==> src/rtl/rf_dump_pkg.sv <==
// Shared types for the register-file dump reader.
// Latency: n/a (types and constants only).
// Backpressure: n/a.
package rf_dump_pkg;

  localparam int RF_DUMP_DATA_W = 32;
  localparam int RF_DUMP_ADDR_W = 5;

  typedef enum logic [1:0] {
    IDLE = 2'd0,
    READ = 2'd1,
    SEND = 2'd2,
    DONE = 2'd3
  } rf_dump_state_e;

  // Output register bundle: one streamed register word.
  typedef struct packed {
    logic [RF_DUMP_DATA_W-1:0] data;
    logic [RF_DUMP_ADDR_W-1:0] addr;
    logic                      last;
  } rf_dump_word_t;

endpackage

==> src/rtl/rf_dump_reader_if.sv <==
// Control, register-file read port and output stream of the dump reader.
// Latency: n/a (wiring only).
// Backpressure: carried by out_valid/out_ready.
interface rf_dump_reader_if
  import rf_dump_pkg::*;
#(
  parameter int DATA_W = RF_DUMP_DATA_W,
  parameter int ADDR_W = RF_DUMP_ADDR_W
);
  logic              start;
  logic [ADDR_W-1:0] first_addr;
  logic [ADDR_W-1:0] last_addr;
  logic              abort;
  logic [ADDR_W-1:0] rf_raddr;
  logic [DATA_W-1:0] rf_rdata;
  logic              out_valid;
  logic              out_ready;
  logic [DATA_W-1:0] out_data;
  logic [ADDR_W-1:0] out_addr;
  logic              out_last;
  logic              busy;
  logic              done;

  // Dump reader side.
  modport master (
    input  start, first_addr, last_addr, abort, rf_rdata, out_ready,
    output rf_raddr, out_valid, out_data, out_addr, out_last, busy, done
  );

  // Environment side: controller, register file and stream sink.
  modport slave (
    output start, first_addr, last_addr, abort, rf_rdata, out_ready,
    input  rf_raddr, out_valid, out_data, out_addr, out_last, busy, done
  );
endinterface

==> src/rtl/rf_dump_reader.sv <==
// Streams a wrapping range of registers, read via the async RF port, tagged with index.
// Latency: start in cycle N -> first out_valid in N+2; one word per 2 cycles max.
// Backpressure: word held stable while out_valid && !out_ready; abort drops it.
module rf_dump_reader
  import rf_dump_pkg::*;
#(
  parameter int DATA_W        = RF_DUMP_DATA_W,
  parameter int ADDR_W        = RF_DUMP_ADDR_W,
  parameter bit FORCE_X0_ZERO = 1'b1
) (
  input  logic             clk,
  input  logic             rst_n,
  rf_dump_reader_if.master bus
);

  rf_dump_state_e    state_q, state_d;
  logic [ADDR_W-1:0] cur_q, cur_d;
  logic [ADDR_W-1:0] end_q, end_d;
  logic [ADDR_W-1:0] raddr_q, raddr_d;
  rf_dump_word_t     word_q, word_d;
  logic              vld_q, vld_d;
  logic              done_q, done_d;
  logic              hs;
  logic [ADDR_W-1:0] cur_inc;

  assign hs      = vld_q && bus.out_ready;
  // Index wraps naturally modulo 2**ADDR_W.
  assign cur_inc = cur_q + ADDR_W'(1);

  // Next-state decode; abort overrides every state and never yields a done pulse.
  always_comb begin
    state_d = state_q;
    cur_d   = cur_q;
    end_d   = end_q;
    raddr_d = raddr_q;
    word_d  = word_q;
    vld_d   = vld_q;
    done_d  = 1'b0;
    if (bus.abort) begin
      state_d = IDLE;
      vld_d   = 1'b0;
    end else begin
      case (state_q)
        IDLE: begin
          if (bus.start) begin
            cur_d   = bus.first_addr;
            end_d   = bus.last_addr;
            raddr_d = bus.first_addr;
            state_d = READ;
          end
        end
        READ: begin
          // x0 storage is not reset, so its read data is not trusted.
          word_d.data = (FORCE_X0_ZERO && cur_q == '0) ? '0 : bus.rf_rdata;
          word_d.addr = cur_q;
          word_d.last = (cur_q == end_q);
          vld_d       = 1'b1;
          state_d     = SEND;
        end
        SEND: begin
          if (hs) begin
            vld_d = 1'b0;
            if (word_q.last) begin
              done_d  = 1'b1;
              state_d = DONE;
            end else begin
              cur_d   = cur_inc;
              raddr_d = cur_inc;
              state_d = READ;
            end
          end
        end
        DONE: state_d = IDLE;
        default: state_d = IDLE;
      endcase
    end
  end

  // State and output registers; reset clears everything immediately.
  always_ff @(posedge clk or negedge rst_n) begin
    if (!rst_n) begin
      state_q <= IDLE;
      cur_q   <= '0;
      end_q   <= '0;
      raddr_q <= '0;
      word_q  <= '0;
      vld_q   <= 1'b0;
      done_q  <= 1'b0;
    end else begin
      state_q <= state_d;
      cur_q   <= cur_d;
      end_q   <= end_d;
      raddr_q <= raddr_d;
      word_q  <= word_d;
      vld_q   <= vld_d;
      done_q  <= done_d;
    end
  end

  assign bus.rf_raddr  = raddr_q;
  assign bus.out_valid = vld_q;
  assign bus.out_data  = word_q.data;
  assign bus.out_addr  = word_q.addr;
  assign bus.out_last  = word_q.last;
  assign bus.done      = done_q;
  assign bus.busy      = (state_q != IDLE);

endmodule

==> src/flat_wrapper.sv <==
// flat-port wrapper written by rule: the top's interface ports become plain ports
module rf_dump_reader_flat import rf_dump_pkg::*;
#(
  parameter int DATA_W        = RF_DUMP_DATA_W,
  parameter int ADDR_W        = RF_DUMP_ADDR_W,
  parameter bit FORCE_X0_ZERO = 1'b1
)
  (clk, rst_n, bus_start, bus_first_addr, bus_last_addr, bus_abort, bus_rf_rdata, bus_out_ready, bus_rf_raddr, bus_out_valid, bus_out_data, bus_out_addr, bus_out_last, bus_busy, bus_done);
  rf_dump_reader_if #(.DATA_W(DATA_W), .ADDR_W(ADDR_W)) bus_i ();
  input  logic clk;
  input  logic rst_n;
  input wire logic [$bits(bus_i.start)-1:0] bus_start;
  input wire logic [$bits(bus_i.first_addr)-1:0] bus_first_addr;
  input wire logic [$bits(bus_i.last_addr)-1:0] bus_last_addr;
  input wire logic [$bits(bus_i.abort)-1:0] bus_abort;
  input wire logic [$bits(bus_i.rf_rdata)-1:0] bus_rf_rdata;
  input wire logic [$bits(bus_i.out_ready)-1:0] bus_out_ready;
  output wire logic [$bits(bus_i.rf_raddr)-1:0] bus_rf_raddr;
  output wire logic [$bits(bus_i.out_valid)-1:0] bus_out_valid;
  output wire logic [$bits(bus_i.out_data)-1:0] bus_out_data;
  output wire logic [$bits(bus_i.out_addr)-1:0] bus_out_addr;
  output wire logic [$bits(bus_i.out_last)-1:0] bus_out_last;
  output wire logic [$bits(bus_i.busy)-1:0] bus_busy;
  output wire logic [$bits(bus_i.done)-1:0] bus_done;
  assign bus_i.start = bus_start;
  assign bus_i.first_addr = bus_first_addr;
  assign bus_i.last_addr = bus_last_addr;
  assign bus_i.abort = bus_abort;
  assign bus_i.rf_rdata = bus_rf_rdata;
  assign bus_i.out_ready = bus_out_ready;
  assign bus_rf_raddr = bus_i.rf_raddr;
  assign bus_out_valid = bus_i.out_valid;
  assign bus_out_data = bus_i.out_data;
  assign bus_out_addr = bus_i.out_addr;
  assign bus_out_last = bus_i.out_last;
  assign bus_busy = bus_i.busy;
  assign bus_done = bus_i.done;
  rf_dump_reader #(.DATA_W(DATA_W), .ADDR_W(ADDR_W), .FORCE_X0_ZERO(FORCE_X0_ZERO)) u_core (.clk(clk), .rst_n(rst_n), .bus(bus_i));
endmodule
==> config.mk <==
export PLATFORM = sky130hd
export DESIGN_NAME = rf_dump_reader_flat
export DESIGN_NICKNAME = d
export VERILOG_FILES = /design/src/rtl/rf_dump_pkg.sv /design/src/rtl/rf_dump_reader_if.sv /design/src/rtl/rf_dump_reader.sv /design/src/flat_wrapper.sv
export SDC_FILE = /design/constraint.sdc
export NUM_CORES = 1
export LEC_CHECK = 0
export ABC_AREA = 1
export BUFFER_PORTS_ARGS = -buffer_cell sky130_fd_sc_hd__buf_2
export CORE_ASPECT_RATIO = 1.2
export CORE_MARGIN = 2
export CORE_UTILIZATION = 27
export CTS_CLUSTER_SIZE = 14
export DETAILED_ROUTE_END_ITERATION = 8
export PLACE_DENSITY = 0.6
export SETUP_SLACK_MARGIN = 0.02
export SYNTH_ARGS = -nofsm -noshare
export SYNTH_HDL_FRONTEND = slang
export SYNTH_SLANG_ARGS = --single-unit
export TNS_END_PERCENT = 20
==> constraint.sdc <==
create_clock -name clk -period 2.4 [get_ports clk]
set_input_delay 0.12 -clock clk [delete_from_list [all_inputs] [get_ports clk]]
set_output_delay 0.12 -clock clk [all_outputs]
set_load 0.1 [all_outputs]
==> results.cfg <==
[status]
status = complete, no violations

[cells_and_area]
syn_to_final_growth_pct = 28.6
final_nets = 411
final_cell_mix = 115 x nand2_1, 92 x buf_2, 52 x dfrtp_1
diodes = 0
post-route-util_pct = 35.4
final_common_cell = nand2_1
drive_gt1_share_pct = 32.2

[die]
core-area_um2 = 8470
die_w_um = 88.8
fp.dieArea_um2 = 9390
placementRows = 37
initial_core_util_pct = 27.5
ioPinCount = 93
die_height_um = 106

[sta]
slew_headroom_pct = 40.7
worstMarginPinSlew_ps = 883
setup_viol = 0
drv_slew = 0
rsz0062_at_grt = false
period_share_pct = 80.4
worst_slack_ps = 471
fmax_mhz = 518
min_period_ps = 1930
timing.hold.ws_ps = 17.6
finalHoldViolCount = 0
clock_skew_ps = 8.67
tns_ps = 0

[setup_path]
worstSetupEndpointType = flip-flop
crit_family = simple AND/OR/NAND/NOR gates
crit_slowest_cell = nand4_2
crit_required_ps = 2590
cp_max_fo = 32
startpoint_type = flip-flop
worstPathArrival_ps = 2120
crit_buf_inv = 1
path_cells = inv_1 -> ha_1 -> nand4_2 -> nand3_1 -> nand2_1
critPathKind = reg -> reg
max_stage_delay_ps = 680

[cts]
cts.sinks = 52
clkLatencyLatePin_ps = 310
cts.repair.resized = 0
cts_buffer_depth = 2
cts_buffers = 5
cts_setup_buffers = 0
clk_pin_slew_ps = 100
tritoncts = yes
htree_levels = 2
cts_root_buf = clkbuf_8

[global_routing]
antenna_found_initial = 0
grtUsageTotal_pct = 12.6
grt_max_degree = 47
grt_pass1_vias = 1904
grt_pass1_wl_um = 9200
grt_overflow = 0

[routing]
vias = 2090
drt_iter0_drc = 83
first_pass_iters = 4
drt-total-wl_um = 5860
wl_per_cell_um = 12.2
route.detailed.drc = 0
antenna_left = 0
routed_via_density = 4.35

[synth]
synthDistinctLibCells = 23
synth_top_area_share_pct = 55.9
synth_seq_cells = 52
synth_nets = 321
synth_top_area_cell = dfrtp_1
syn_area_per_cell_um2 = 8.56
syn_area_um2 = 2330
synthTopCellsByArea = dfrtp_1 56%, nand2_1 19%, nand3_1 9.0%
syn_inst = 272
yosysSeqAreaShare_pct = 55.9
yosysWarnings = 0

[worst_hold_path]
hold_path.class = in -> reg

[placed_design]
gp_congestion = 0.875
port_buffers = 92
dp_hpwl_um = 4130
dp_slack_ps = 428

[run]
cap_viol_max_count = 0
[layout make-up]
class | count | area (um^2)
timing repair buffer | 95 | 485
clock buffer | 6 | 82.6
fill | 898 | 5480
clock inverter | 2 | 38.8
tap | 117 | 146
sequential | 52 | 1300
inverter | 17 | 63.8
multi-input combinational | 191 | 877
[routing by layer]
layer / share of wire (%) / wire length [um] / track usage (%) / vias up
li1: - / - / - / 1037
met1: 42 / 2470 / 15.7 / 988
met2: 51 / 2980 / 20.8 / 59
met3: 6.0 / 349 / 3.21 / 6
met4: 1.1 / 67 / 4.11 / 0
met5: 0 / 0 / 0 / -
[cell families after synthesis]
| kind of cell | after synthesis | share of synthesized area [%] |
|---|---|---|
| AOI/OAI and AO/OA | 16 | 4.35 |
| xor gates and xnor gates | 1 | 0.376 |
| adders and majority gates | 2 | 1.07 |
| buffers and inverters | 29 | 6.66 |
| DFF | 52 | 55.9 |
| and+or+nand+nor | 172 | 31.6 |
[cell usage after synthesis, drive strengths merged]
library cell	count
dfrtp	52
clkinv	1
buf	12
nor2	9
o21ai	12
a21oi	3
or2	1
xor2	1
nand2	115
o211ai	1
nand4	3
inv	16
ha	2
nand3b	1
nand3	43
[metrics by stage]
stage	cells	area [um^2]
final	480	3000
after global routing	480	3000
after CTS	480	3000
after detailed placement	471	2860
after global placement	471	2860
after floorplan	272	2330
[registers in the layout, summed over array words and instances, names as in the netlist]
register / count
u_core.bus.out_last: 1
u_core.state_q: 2
u_core.cur_q: 5
u_core.bus.out_addr: 5
u_core.bus.out_valid: 1
u_core.bus.out_data: 32
u_core.end_q: 5
u_core.bus.done: 1
[path summary, 6_finish.rpt]
check	end	cells after the start	slack (ps)	startpoint
setup / recovery	u_core.bus.out_data[9]	5	470	u_core.cur_q[0]
hold / removal	u_core.state_q[1]	2	20	bus_abort
setup reg to reg	u_core.bus.out_data[9]	5	470	u_core.cur_q[0]
hold reg to reg	u_core.bus.out_data[8]	2	480	u_core.bus.out_data[8]
max in group asynchronous	u_core.bus.out_data[15]	3	1300	rst_n
min in group asynchronous	u_core.bus.out_data[2]	2	300	rst_n
[timing repair]
item / in CTS / in global routing
setup endpoints to repair: 0 / 0
hold buffers: 1 / 0
endpoints found under the hold margin: 22 / 0
Power is left out: the tool's default activity adds up to more than one toggle a clock period on the data nets, which glitch-free logic cannot reach.
